<file path="src/rtl/fir_filter.sv">
// Four-stage pipelined FIR filter with host-started run mode and a coefficient RAM
// that is writable only while idle.
package fir_pkg;
  parameter logic [31:0] HC_CONTROL_START = 32'hA5A5_0001;
endpackage

module fir_filter
  import fir_pkg::*;
#(
  parameter int unsigned NUM_TAPS   = 16,
  parameter int unsigned COEF_SHIFT = 7
) (
  input  logic                        clk,
  input  logic                        reset,
  input  logic [31:0]                 hc_control,
  input  logic                        coef_wr_en,
  input  logic [$clog2(NUM_TAPS)-1:0] coef_wr_addr,
  input  logic [7:0]                  coef_wr_data,
  input  logic [7:0]                  data_in,
  input  logic                        valid_in,
  output logic [7:0]                  data_out,
  output logic                        valid_out,
  output logic                        busy,
  output logic [31:0]                 sample_count
);

  localparam int unsigned AW    = $clog2(NUM_TAPS);
  localparam int unsigned ACC_W = 17 + AW;
  localparam int          COEF0_INT = (COEF_SHIFT >= 7) ? 127 : (1 << COEF_SHIFT);
  localparam logic signed [7:0]       COEF0   = 8'(COEF0_INT);
  localparam logic signed [ACC_W-1:0] ROUND   = ACC_W'(1 << (COEF_SHIFT - 1));
  localparam logic signed [ACC_W-1:0] OUT_MAX = ACC_W'(255);

  typedef enum logic {S_IDLE, S_RUN} state_e;

  state_e                  state_q;
  logic                    start;
  logic                    accept;
  logic [7:0]              x_q    [NUM_TAPS];
  logic signed [7:0]       coef_q [NUM_TAPS];
  logic signed [16:0]      p_q    [NUM_TAPS];
  logic signed [ACC_W-1:0] acc_q;
  logic signed [ACC_W-1:0] acc_sum;
  logic signed [ACC_W-1:0] acc_shr;
  logic [7:0]              sat;
  logic                    v1_q, v2_q, v3_q;

  assign start  = (state_q == S_IDLE) && (hc_control == HC_CONTROL_START);
  assign accept = (state_q == S_RUN) && valid_in;
  assign busy   = (state_q == S_RUN);

  always_ff @(posedge clk or posedge reset) begin
    if (reset) begin
      state_q <= S_IDLE;
    end else if (start) begin
      state_q <= S_RUN;
    end
  end

  // Writes land in the START cycle too, since state_q is still S_IDLE then.
  always_ff @(posedge clk or posedge reset) begin
    if (reset) begin
      for (int k = 0; k < NUM_TAPS; k++) begin
        coef_q[k] <= (k == 0) ? COEF0 : 8'sd0;
      end
    end else if ((state_q == S_IDLE) && coef_wr_en) begin
      coef_q[coef_wr_addr] <= coef_wr_data;
    end
  end

  // Stage 1: delay line.
  always_ff @(posedge clk or posedge reset) begin
    if (reset) begin
      for (int k = 0; k < NUM_TAPS; k++) begin
        x_q[k] <= 8'h00;
      end
      v1_q <= 1'b0;
    end else begin
      v1_q <= accept;
      if (start) begin
        for (int k = 0; k < NUM_TAPS; k++) begin
          x_q[k] <= 8'h00;
        end
      end else if (accept) begin
        x_q[0] <= data_in;
        for (int k = 1; k < NUM_TAPS; k++) begin
          x_q[k] <= x_q[k-1];
        end
      end
    end
  end

  // Stage 2: per-tap products; the sample is zero-extended so it stays non-negative.
  always_ff @(posedge clk or posedge reset) begin
    if (reset) begin
      for (int k = 0; k < NUM_TAPS; k++) begin
        p_q[k] <= 17'sd0;
      end
      v2_q <= 1'b0;
    end else begin
      v2_q <= v1_q && !start;
      if (v1_q) begin
        for (int k = 0; k < NUM_TAPS; k++) begin
          p_q[k] <= 17'(signed'({1'b0, x_q[k]})) * 17'(coef_q[k]);
        end
      end
    end
  end

  always_comb begin
    acc_sum = ROUND;
    for (int k = 0; k < NUM_TAPS; k++) begin
      acc_sum = acc_sum + ACC_W'(p_q[k]);
    end
  end

  // Stage 3: rounded accumulator.
  always_ff @(posedge clk or posedge reset) begin
    if (reset) begin
      acc_q <= '0;
      v3_q  <= 1'b0;
    end else begin
      v3_q <= v2_q && !start;
      if (v2_q) begin
        acc_q <= acc_sum;
      end
    end
  end

  always_comb begin
    acc_shr = acc_q >>> COEF_SHIFT;
    if (acc_shr < 0) begin
      sat = 8'h00;
    end else if (acc_shr > OUT_MAX) begin
      sat = 8'hFF;
    end else begin
      sat = acc_shr[7:0];
    end
  end

  // Stage 4: saturated output; data_out holds between valid samples.
  always_ff @(posedge clk or posedge reset) begin
    if (reset) begin
      data_out     <= 8'h00;
      valid_out    <= 1'b0;
      sample_count <= 32'd0;
    end else begin
      valid_out <= v3_q && !start;
      if (v3_q) begin
        data_out <= sat;
      end
      if (start) begin
        sample_count <= 32'd0;
      end else if (v3_q) begin
        sample_count <= sample_count + 32'd1;
      end
    end
  end

endmodule
</file>
<file path="config.mk">
export PLATFORM = sky130hd
export DESIGN_NAME = fir_filter
export DESIGN_NICKNAME = d
export VERILOG_FILES = /design/src/rtl/fir_filter.sv
export SDC_FILE = /design/constraint.sdc
export NUM_CORES = 2
export LEC_CHECK = 0
export BUFFER_PORTS_ARGS = -buffer_cell sky130_fd_sc_hd__clkbuf_2
export CAP_MARGIN = 20
export CORE_ASPECT_RATIO = 1.2
export CORE_MARGIN = 3
export CORE_UTILIZATION = 55
export DETAILED_ROUTE_END_ITERATION = 8
export MAX_ROUTING_LAYER = met4
export PLACE_DENSITY = 0.71
export RECOVER_POWER = 100
export SLEW_MARGIN = 20
export SYNTH_ARGS = -nofsm -noshare
export SYNTH_HDL_FRONTEND = slang
export SYNTH_SLANG_ARGS = --single-unit
export TNS_END_PERCENT = 30
</file>
<file path="constraint.sdc">
create_clock -name clk -period 22.3 [get_ports clk]
set_input_delay 4.46 -clock clk [delete_from_list [all_inputs] [get_ports clk]]
set_output_delay 4.46 -clock clk [all_outputs]
set_load 0.05 [all_outputs]
</file>
* Word level (Yosys, flattened, before mapping)
Cells that the tools add are included.
** Cells by class
- Multiply operators :: 16
- Add/subtract/negate cells :: 17
- Multiplexer cells :: 9
- Bitwise operators :: 2
- Equality and inequality tests :: 1
- Reductions and logical operators :: 10
- Magnitude comparators :: 4
** Operators by type and width (number)
- 9-bit by 8-bit multiplier with 17-bit output :: 16
- 128-bit 2-to-1 mux :: 2
- 21-bit by 17-bit adder with 21-bit output :: 12
- 128-bit bitwise mux :: 1
- 32-bit 2-to-1 mux :: 2
- 32-bit by 1-bit adder with 32-bit output, second input constant :: 1
- 8-bit demux with 4-bit select :: 1
- 32-bit == test, second input constant :: 1
- 8-bit 2-to-1 mux :: 3
- 20-bit by 17-bit adder with 21-bit output :: 1
- 19-bit by 17-bit adder with 20-bit output :: 1
- 18-bit by 17-bit adder with 19-bit output :: 1
- 8-bit by 17-bit adder with 18-bit output, first input constant :: 1
- 14-bit by 9-bit > comparator with 1-bit output, second input constant :: 1
- 14-bit by 1-bit < comparator with 1-bit output, second input constant :: 1
- 1-bit logical AND :: 7
- 5-bit >= comparator, second input constant :: 1
- 5-bit by 1-bit < comparator with 1-bit output, second input constant :: 1
- 4-bit NOT with 5-bit output :: 1
- 2-bit nonzero test :: 2
- 1-bit logical NOT :: 1
- 1-bit NOT :: 1
** Word-level totals
- Output and inout port bits :: 42
- Register bits :: 594
- Bits of input ports :: 56
- Word-level logic and storage cells :: 115

* Depth between registers and ports, before layout
- Word-level depth :: 16
- Depth in mapped cells :: 20
- Mapped depth without buffers :: 20

* Worst setup path after synthesis
OpenSTA, ideal clock, no wires.
- Path type :: input to register
- Start point :: input port hc_control[17]
- End point :: register x_q[15] (netlist name)
- Required time :: 22.165 ns
- Setup slack :: 16.095 ns
- Path buffers :: 2
- Arrival time :: 6.070 ns
- Cell stages on the path :: 5
- Path through :: or3b_2 -> nor4_2 -> clkbuf_8 -> clkbuf_1 -> o21ai_0
** On the way
- Word-level cells in the longest chain between the ends :: 3
- Elaborated cells between the ends (all ways) :: 4
- Classes of those cells :: 1 x eq/ne; 1 x mux; 2 x reduce/logical
** RTL lines
- from (decl) :: RTL line 15 : input logic [31:0] hc_control,
- 32-bit == test * :: RTL line 48 : assign start = (state_q == S_IDLE) && (hc_control == HC_CONTROL_START);
- 1-bit logical AND * :: RTL line 48
- 128-bit 2-to-1 mux / 2-bit nonzero test (equally long branches)
- to (signal, indexed assignment) :: RTL line 87 : x_q[k] <= x_q[k-1];
- to (decl) :: RTL line 39 : logic [7:0] x_q [NUM_TAPS];
Mark *: on every way between the ends. The rest lies on a longest branch, timed or not.
A chain may end at the register's enable or synchronous reset.

==> impl_metrics.json <==
{
  "cts_tree": "done",
  "synth-edff-count": 0,
  "reg2reg_slack_ns": 11.35,
  "cp_common_cell": "clkbuf_1",
  "io_pins": 98,
  "fp-row-count": 137,
  "clock_latency_ns": 0.66,
  "grt-ovfl-total": 0,
  "cts-root-buf": "clkbuf_16",
  "clock_sinks": 587,
  "postSynthNetCount": 8505,
  "hold_violations": 0,
  "dr.pass1.iters": 8,
  "io_buffers": 97,
  "antenna_found_initial": 8,
  "tns_ns": 0,
  "drt_wl_total_um": 165000,
  "cp_max_fo": 134,
  "cts_made_buffers": 72,
  "synth.distinct_cells": 75,
  "nFillCells": 10106,
  "die_w_um": 319,
  "yosysTopAreaCell": "fa_1",
  "cap_violations": 13,
  "gp_congestion": 0.939,
  "finClkSkew_ns": 0.0262,
  "clk_pin_slew_worst_paths_ns": 0.05,
  "dieArea_um2": 122000,
  "leakagePower_nw": 34.8,
  "power_density_nw_per_um2": 47.2,
  "vias_per_cell": 5.57,
  "ys_seq_elements": 587,
  "synth_warnings": 0,
  "drc": 0,
  "ys.flop_type": "dfrtp_1",
  "setup_viol": 0,
  "violations": "capacitance limit, slew limit",
  "yosysMostFrequentCell": "inv_1",
  "synth_area_um2": 64700,
  "period_needed_ns": 12.87,
  "reg2reg_depth": 4,
  "cts_max_level": 3,
  "num_vias": 46651,
  "pre_cts_ws_ns": 14.37,
  "synth_top_area_share_pct": 25.8,
  "wl_per_cell_um": 19.7,
  "async_flop_share_pct": 100,
  "cts_setup_buffers": 0,
  "max_freq_mhz": 77.7,
  "holdPathStages": 2,
  "synth_cells": 6884,
  "synth_area_leaders": "fa_1, dfrtp_1, ha_1",
  "grt_start_max_net_pins": 168,
  "drive_gt1_share_pct": 6.20,
  "dpl.hpwl_um": 126000,
  "slew-limit-headroom_pct": -443,
  "cp_slowest_cell": "clkinvlp_2",
  "cts.hold.buffers_added": 0,
  "antenna_left": 0,
  "core_um2": 117000,
  "crit_path_start_kind": "input port",
  "clk_path_buf_depth": 3,
  "min_path_type": "register to register",
  "critPathRequiredTime_ns": 23.12,
  "ir_worst_vdd_v": 0.0000456,
  "grt_pass1_wl_um": 269000,
  "yosysSeqAreaShare_pct": 22.7,
  "crit_chain": "clkbuf_2 -> clkinvlp_2 -> clkbuf_1 -> clkbuf_1 -> buf_4 -> buf_16",
  "syn_to_final_growth_pct": 6.13,
  "fin_nets": 8402,
  "cp-end-kind": "asynchronous set/reset pin",
  "rsz0062_at_grt": "no",
  "drt-initial-drc-count": 3211,
  "syn_avg_cell_area_um2": 9.41,
  "r2r-start": "v1_q",
  "rr_endpoint": "p_q[75]",
  "worst_pin_slew_ns": 8.15,
  "grtUsageTotal_pct": 28.8,
  "period_share_pct": 57.7,
  "critPathMaxStageDelay_ns": 3.48,
  "worstPathArrival_ns": 13.69,
  "grt_pass1_vias": 49021,
  "maxSlewViolCount": 1048,
  "ys_top_cells_by_count": "inv_1, fa_1, nand2_1",
  "hold_end": "p_q[78]",
  "holdCritStartpoint": "p_q[78]",
  "start_util_pct": 55.5,
  "path_class": "input port to asynchronous set/reset pin",
  "fp.dieH_um": 382,
  "worst_slack_ns": 9.43,
  "cts_resized": 0,
  "status": "finished with violations"
}
-- layer usage --
metal	global-route usage, %	up-vias	part of all wire, %
li1	-	21359	-
met1	36.2	23800	41
met2	47.0	1178	48
met3	3.59	314	5.4
met4	12.9	0	5.2
met5	-	-	0
-- power breakdown --
group          switching [mW]  internal, mW
registers               0.149          1.12
logic                   0.383         0.295
clock network           0.510         0.788
-- stage by stage --
stage	hold slack (ns)	instances	power (mW)	cell area [um^2]	utilization, %
2_1_floorplan	0.452	6884	1.73	64700	-
3_3_place_gp	0.468	8234	1.94	66200	56.8
3_5_place_dp	0.471	8234	1.96	66200	56.8
4_1_cts	0.486	8363	3.27	68800	59.0
5_1_grt	0.504	8367	3.42	68700	58.9
6_report	0.486	8370	3.25	68700	59.0
-- state kept, by name, indices dropped and copies added (netlist names) --
signal and cells:
acc_q 14, busy 1, coef_q 128, data_out 8, p_q 272, sample_count 32
v1_q 1, v2_q 1, v3_q 1, valid_out 1, x_q 128
-- logic make-up after synthesis --
| group | Yosys count | share of synthesized area [%] |
|---|---|---|
| xor gates and xnor gates | 139 | 1.88 |
| DFF | 587 | 22.7 |
| muxes | 208 | 3.59 |
| AOI/OAI and AO/OA | 842 | 7.90 |
| and+or+nand+nor | 1966 | 14.8 |
| buffers and inverters | 1577 | 9.19 |
| adders and majority gates | 1565 | 39.9 |
-- layout by cell type (no fill, tap or decap), types with 15 or more instances in the layout --
cell / instances
inv_1: 1277
fa_1: 836
nand2_1: 830
ha_1: 729
dfrtp_1: 580
and2_1: 503
o21ai_0: 350
nor2_1: 239
mux2_2: 193
a21oi_1: 165
nand2b_1: 110
xnor2_1: 105
clkbuf_16: 75
o21a_1: 73
nor3_1: 72
clkbuf_1: 59
a21o_1: 57
clkbuf_2: 52
nand3_1: 50
o31ai_1: 43
xor2_1: 34
nor2b_1: 31
a211oi_1: 24
or3_1: 22
nand3b_1: 19
nand4_1: 18
o211ai_1: 15
-- worst max-delay path, delay by kind of cell --
kind | cells | cell delay [ns]
buffers and inverters | 6 | 9.04
-- how the worst max path moves through the flow --
stage          slack (ns)  depth (start not counted)   from          to
2_1_floorplan        1.43                          1  reset   acc_q[10]
3_3_place_gp        14.42                          5  reset  coef_q[29]
3_5_place_dp        14.37                          5  reset  coef_q[31]
4_1_cts             15.08                          5  reset     p_q[61]
5_1_grt              7.92                          6  reset  coef_q[31]
6_report             9.43                          6  reset  coef_q[31]
-- final cells by class --
type | instances | area (um^2) | share of cell area [%]
inverter | 1280 | 4810 | 7.00
timing repair buffer | 120 | 597 | 0.869
tap | 1529 | 1910 | 2.78
antenna | 5 | 12.5 | 0.0182
clock inverter | 44 | 613 | 0.892
sequential | 587 | 14700 | 21.4
multi-input combinational | 4720 | 44100 | 64.2
clock buffer | 85 | 1970 | 2.87
Power figures use the tool's default switching activity.
